### config.mk
export PLATFORM = sky130hd
export DESIGN_NAME = mem_stage_skid
export DESIGN_NICKNAME = d
export VERILOG_FILES = /design/src/rtl/mem_stage_skid.sv
export SDC_FILE = /design/constraint.sdc
export NUM_CORES = 1
export LEC_CHECK = 0
export CAP_MARGIN = 20
export CORE_ASPECT_RATIO = 0.9
export CORE_MARGIN = 3
export CORE_UTILIZATION = 37
export DETAILED_ROUTE_END_ITERATION = 6
export DONT_BUFFER_PORTS = 1
export PLACE_DENSITY = 0.48
export SLEW_MARGIN = 20
export SYNTH_ARGS = -nofsm -noshare
export SYNTH_HDL_FRONTEND = slang
export SYNTH_SLANG_ARGS = --single-unit
### constraint.sdc
create_clock -name clk -period 2.5 [get_ports clk]
set_clock_uncertainty 0.15 [all_clocks]
set_input_delay 0.125 -clock clk [delete_from_list [all_inputs] [get_ports clk]]
set_output_delay 0.125 -clock clk [all_outputs]
set_load 0.02 [all_outputs]
### src/rtl/mem_stage_skid.sv
// mem_stage_skid: 2-entry head/skid FIFO for the memory stage, with exception squash and flush.
module mem_stage_skid #(
  parameter int NCH = 2,
  parameter int DW  = 32,
  parameter int TW  = 5,
  parameter int PW  = 80
) (
  input  logic              clk,
  input  logic              rst_n,
  input  logic              clk_en,
  input  logic              halt,
  input  logic              flush,
  input  logic              in_valid,
  output logic              in_ready,
  input  logic              in_bubble,
  input  logic [7:0]        in_exc,
  input  logic [NCH*TW-1:0] in_tgt,
  input  logic [NCH*DW-1:0] in_result,
  input  logic [PW-1:0]     in_payload,
  output logic              out_valid,
  output logic              out_bubble,
  output logic [7:0]        out_exc,
  output logic [NCH*TW-1:0] out_tgt,
  output logic [NCH*DW-1:0] out_result,
  output logic [PW-1:0]     out_payload,
  input  logic              out_ready,
  output logic [1:0]        occupancy,
  output logic              squashing
);
  typedef struct packed {
    logic              bubble;
    logic [7:0]        exc;
    logic [NCH*TW-1:0] tgt;
    logic [NCH*DW-1:0] result;
    logic [PW-1:0]     payload;
  } entry_t;
  entry_t head, skid, in_e;
  logic adv, acc, con;
  assign adv = clk_en & ~halt;
  assign in_ready = ~occupancy[1];
  assign out_valid = occupancy != 2'd0;
  assign acc = adv & in_valid & in_ready & ~flush;
  assign con = adv & out_valid & out_ready & ~flush;
  // once squashing, entries still flow but are neutralised into bubbles
  assign in_e = {in_bubble | squashing, squashing ? 8'h00 : in_exc, in_tgt, in_result, in_payload};
  assign out_bubble = out_valid ? head.bubble : 1'b1;
  assign out_exc = out_valid ? head.exc : 8'h00;
  assign out_tgt = head.tgt;
  assign out_result = head.result;
  assign out_payload = head.payload;
  always_ff @(posedge clk or negedge rst_n) begin
    if (!rst_n) begin
      occupancy <= 2'd0;
      squashing <= 1'b0;
      head <= '0;
      skid <= '0;
    end else if (adv) begin
      if (flush) begin
        occupancy <= 2'd0;
        squashing <= 1'b0;
      end else begin
        occupancy <= occupancy + 2'(acc) - 2'(con);
        if (acc && in_exc != 8'h00) squashing <= 1'b1;
        if (acc && (occupancy == 2'd0 || (occupancy == 2'd1 && con))) head <= in_e;
        else if (con && occupancy == 2'd2) head <= skid;
        if (acc && occupancy == 2'd1 && !con) skid <= in_e;
      end
    end
  end
endmodule

After elaboration in Yosys (flattened, before gate mapping)
Cells that the tools add are included.
{"block": "op_classes", "n_mux": 8, "add_sub_neg": 2, "n_eq_ne": 2, "reduce_logical": 16, "n_bitwise": 11}
{"cell": "$mux 163", "count": 2}
{"cell": "$mux 8", "count": 2}
{"cell": "$reduce_bool 8->1", "count": 1}
{"cell": "$and 1x1->1", "count": 7}
{"cell": "$logic_and 1x1->1", "count": 6}
{"cell": "$reduce_and 3->1", "count": 2}
{"cell": "$reduce_bool 2->1", "count": 3}
{"cell": "$mux 1", "count": 3}
{"cell": "$not 1->1", "count": 3}
{"cell": "$add 2x1->2", "count": 1}
{"cell": "$eq 2x1->1 const B", "count": 1}
{"cell": "$eq 2x2->1 const B", "count": 1}
{"cell": "$logic_not 2->1", "count": 1}
{"cell": "$mux 2", "count": 1}
{"cell": "$reduce_and 2->1", "count": 1}
{"cell": "$sub 2x1->2", "count": 1}
{"cell": "$logic_not 1->1", "count": 1}
{"cell": "$logic_or 1x1->1", "count": 1}
{"cell": "$or 1x1->1", "count": 1}
{"block": "word_totals", "elab_cells": 51, "output_inout_bits": 168, "ff_bits": 329}

Logic depth before layout (Yosys ltp)
{"block": "logic_depth", "word_depth": 10, "depth_mapped": 11}

Worst setup path before layout
OpenSTA, ideal clock, no wires.
{"block": "synth_path", "path_kind": "register -> register", "from": "register occupancy[1]", "to": "register occupancy[1]", "n_path_buf": 2, "setup_ps": 126, "t_required_ps": 2224, "path_stages_with_launch": 12, "slack_ps": 34, "arrival_ps": 2190, "path_cell_list": "dfrtp_1 -> buf_2 -> or2_2 -> clkbuf_1 -> and3_1 -> ha_1 -> inv_1 -> ha_1 -> xnor2_1 -> nor3_1 -> a21oi_1 -> o21ai_0"}
{"block": "synth_between", "elab_chain_len": 6, "word_cells_on_any_way": 10, "classes_between": "2 x add/sub; 1 x mux; 6 x bitwise; 1 x reduce/logical"}
{"item": "start: declaration", "line": "27", "rtl": "output logic [1:0] occupancy,"}
{"item": "start signal: assignment", "line": "62", "rtl": "occupancy <= occupancy + 2'(acc) - 2'(con);"}
{"item": "$reduce_bool 2->1", "line": "41", "rtl": "assign out_valid = occupancy != 2'd0;"}
{"item": "net out_valid", "line": "20", "rtl": "output logic out_valid,"}
{"item": "$and 1x1->1 (3 in series)", "line": "43", "rtl": "assign con = adv & out_valid & out_ready & ~flush;"}
{"item": "$sub 2x1->2", "line": "62"}
{"item": "$mux 2", "line": "58", "rtl": "if (flush) begin"}
The timed path passes the listed nets, and every way through them passes these cells.
A chain may end at the register's enable or synchronous reset.

Final worst setup path
{"block": "layout_path", "from": "register occupancy[1]", "to": "register skid[12] in the netlist's numbering"}
{"block": "layout_between", "elab_chain_len": 7, "word_cells_on_any_way": 12, "classes_between": "1 x eq/ne; 6 x bitwise; 5 x reduce/logical"}
{"item": "$reduce_bool 2->1", "line": "41"}
{"item": "$and 1x1->1 (3 in series)", "line": "43"}
{"item": "$logic_not 1->1", "line": "66", "rtl": "if (acc && occupancy == 2'd1 && !con) skid <= in_e;"}
{"item": "$logic_and 1x1->1 (*)", "line": "66"}
{"item": "$reduce_and 3->1 (no source line) (*)"}
{"item": "end signal: assignment", "line": "66"}
{"item": "end: declaration", "line": "37", "rtl": "entry_t head, skid, in_e;"}
Every way passes the cells marked *; elsewhere a longest branch is shown, timed or not.

==> out/results.tsv <==
stage	metric	value	unit
grt	grt ovf	0	
die	Rows	70	
sta	TNS Setup	0	ns
finish	area grow syn2layout	17.10	%
grt	largest net degree at the start of global routing	330	
synth	#FFs+latches synth	329	
pwr	cell area power density	942.6	mW/mm²
clock_tree	H-Tree Level Count	2	
run	MaxCap Viol Count	0	
critical_path	CP max stage delay	0.56	ns
synth	Ys Warns	0	
detailed_routing	vias per cell	5.200	
critical_path	CP max stage cell	dlygate4sd3_1	
sta	minimum clock period	2.221	ns
die	Die Y	199.9	µm
synth	Post-Synth Simple-Gate Area	1.579	%
detailed_routing	Remaining DRCs	0	
critical_path	critical path class	reg2reg	
sta	RSZ-0062 raised after global routing	false	
placement	DP Wirelength	23030	µm
clock_tree	Max clock buf depth	3	
sta	Hold Worst Slack	-0.8551	ns
critical_path	worst r2r path cells	4	
finish	Filler Cell Count	3741	
grt	vias in the first global route	9681	
die	I/O pin cnt	338	
critical_path	critical path fanouts, max	14	
synth	synth top area cells	dfrtp_1 53%, mux2i_1 11%, buf_4 7.5%	
finish	nets	1469	
critical_path	Critical Path Sink	skid[12]$_DFFE_PN0P_	
sta	max-slew violations	0	
grt	initial antenna violation count	3	
synth	Post-Synth Adder-Cell Area	0.1620	%
synth	share of the synthesized area in the top cell type	53.29	%
sta	Fin. Hold Viols	329	
synth	Syn Inst Count	1298	
placement	port bufs	0	
synth	combinational family with the most area after synthesis	multiplexers	
sta	Peak Freq	450.2	MHz
clock_tree	total CTS buffers	37	
detailed_routing	Routed Antenna Nets	0	
critical_path	internal reg-to-reg setup slack	0.28	ns
critical_path	CP Data Arrival Time	2.47	ns
pwr	P_leak	9.109	nW
clock_tree	clock sink total	329	
sta	Final period util	88.85	%
detailed_routing	via count	9678	
run_status	status	finished, violations left	
synth	area leader, netlist	dfrtp_1	
critical_path	CP Depth	4	
die	starting density of the core	37.77	%
critical_path	CP Data Required Time	2.75	ns
die	core area	0.04090	mm²
die	die area	0.04425	mm²
detailed_routing	TritonRoute pass-1 iters	4	
synth	sequential-to-total area share from yosys stat	53.29	%
clock_tree	Worst-Skew Late Latency	0.52	ns
detailed_routing	Routed WL	36920	µm
detailed_routing	DRT iter0 DRCs	502	
hold_path	worst min-delay path category	in2async	
critical_path	critical path cell sequence	nor3b_1, nand3_4, mux2_2, dlygate4sd3_1	
critical_path	Reg2Reg Capture Point	skid[12]$_DFFE_PN0P_	
grt	GRT Total Usage	16.21	%
detailed_routing	Wirelength per Cell	19.84	µm
synth	Synth Area in Compound Gates	11.70	%
synth	Synth Cell Area	0.01545	mm²
synth	Post-Syn Area per Cell	11.90	µm²
clock_tree	Reg clk slew, reported paths	0.06	ns
critical_path	Top delay family on crit path	simple AND/OR/NAND/NOR gates	
grt	first-pass GRT wire length	57820	µm
critical_path	Buf+Inv Stages, Crit Path	1	
die	chip width	221.4	µm
sta	headroom to the max-slew limit	17.41	%
clock_tree	root buf cell	clkbuf_16	
critical_path	reg2reg start	occupancy[1]$_DFFE_PN0N_	
synth	mux cell area share after synthesis	22.59	%
clock_tree	CTS tree	built	
clock_tree	hold buffers post-CTS	180	
run_status	failing checks	negative hold slack	
finish	layout cells sized above 1	14.18	%
sta	Worst Max-Slew Pin Slew	1.239	ns
pwr	Peak supply drop	0.6237	mV
critical_path	Worst setup SP type	flop	
synth	post-synthesis xor/xnor area fraction	0.05669	%
synth	number of distinct library cells after synthesis	27	
placement	gp weighted congestion	0.7416	
critical_path	Worst setup EP type	flop	
sta	# setup viols final	0	
critical_path	worst setup path startpoint	occupancy[1]$_DFFE_PN0N_	
synth	Post-Syn Nets	1470	
-- cells in the mapped netlist (all sizes together) --
library cell,number
o21ai,12
a21oi,155
and3,1
inv,11
nand2,13
ha,2
a31oi,154
nand3,2
nor3,1
mux2i,163
o2bb2ai,1
buf,196
nor3b,2
xnor2,1
or2,1
mux2,165
dfrtp,329
and2,8
clkbuf,65
nor2,2
or4,2
nor2b,2
nand2b,10
-- through the flow --
stage               instances  setup slack (ns)  power [mW]  instance area (µm²)  util, %
global placement         1618            0.3904       11.55                15120    36.97
CTS                      1859            0.2631       17.33                18090    44.22
finish                   1861            0.2789       17.05                18090    44.23
detailed placement       1618            0.3691       11.62                15120    36.97
floorplan                1298           0.03365       12.34                15450        -
global route             1859            0.1591       18.00                18090    44.22
-- cells in the final DEF, fill, tap and decap left out, drive strengths merged, types with 2 or more instances in the layout --
| master | Yosys | final |
|---|---|---|
| dlygate4sd3 | 0 | 180 |
| mux2i | 163 | 163 |
| nand2b | 10 | 10 |
| dfrtp | 329 | 329 |
| o21ai | 12 | 12 |
| diode | 0 | 2 |
| nand2 | 13 | 13 |
| or4 | 2 | 2 |
| bufinv | 0 | 2 |
| nor2b | 2 | 2 |
| nor3b | 2 | 2 |
| ha | 2 | 2 |
| a21oi | 155 | 155 |
| inv | 11 | 11 |
| clkinv | 0 | 2 |
| buf | 196 | 41 |
| and2 | 8 | 8 |
| clkbuf | 65 | 56 |
| mux2 | 165 | 165 |
| nand3 | 2 | 2 |
| a31oi | 154 | 154 |
| nor2 | 2 | 2 |
-- how the worst min path moves through the flow --
stage,start,endpoint,slack [ns],cells after the start
2_1_floorplan,rst_n,head[154]$_DFFE_PN0P_,-0.32,0
6_report,rst_n,skid[25]$_DFFE_PN0P_,-0.86,0
5_1_grt,rst_n,skid[18]$_DFFE_PN0P_,-0.90,0
4_1_cts,rst_n,out_payload[15]$_DFFE_PN0P_,-0.90,0
3_3_place_gp,rst_n,out_payload[15]$_DFFE_PN0P_,-0.31,0
3_5_place_dp,rst_n,out_payload[18]$_DFFE_PN0P_,-0.31,0
-- layout make-up --
cell class	count	area, µm²	area share (%)
antenna	2	5.005	0.02766
clock buffer	56	1087	6.010
clock inverter	5	77.57	0.4288
inverter	11	41.29	0.2282
multi-input combinational	697	5625	31.09
sequential	329	8233	45.50
tap	540	675.6	3.734
timing repair buffer	221	2347	12.97
-- layer usage --
layer	vias up	share of wire (%)	GRT usage (%)
met5	-	0.019	0
met4	2	2.4	5.508
met3	52	7.5	5.264
met2	248	45	25.01
met1	4819	45	21.71
li1	4557	-	-
-- sequential cells by signal (all words and copies together) (netlist names) --
signal / cells
out_result: 64
squashing: 1
out_payload: 80
head: 9
occupancy: 2
out_tgt: 10
skid: 163
-- cell families (layout without fill, tap and decap cells) --
kind of cell	count (synthesis)	in the layout
AOI/OAI and AO/OA	322	322
xor gates and xnor gates	1	1
adders and majority gates	2	2
buffers and inverters	272	293
DFF	329	329
muxes	328	328
other	0	2
and+or+nand+nor	44	44
-- repair_timing --
item                      CTS  global route
hold endpoints to repair  658           329
gates resized for setup     0             0
setup buffers               0             0
-- report_power, final --
group          switching [mW]  internal (mW)
clock network            2.12           3.18
logic                    1.29           1.17
registers                2.66           6.64
total                    6.06           11.0
(Power assumes the default switching activity.)
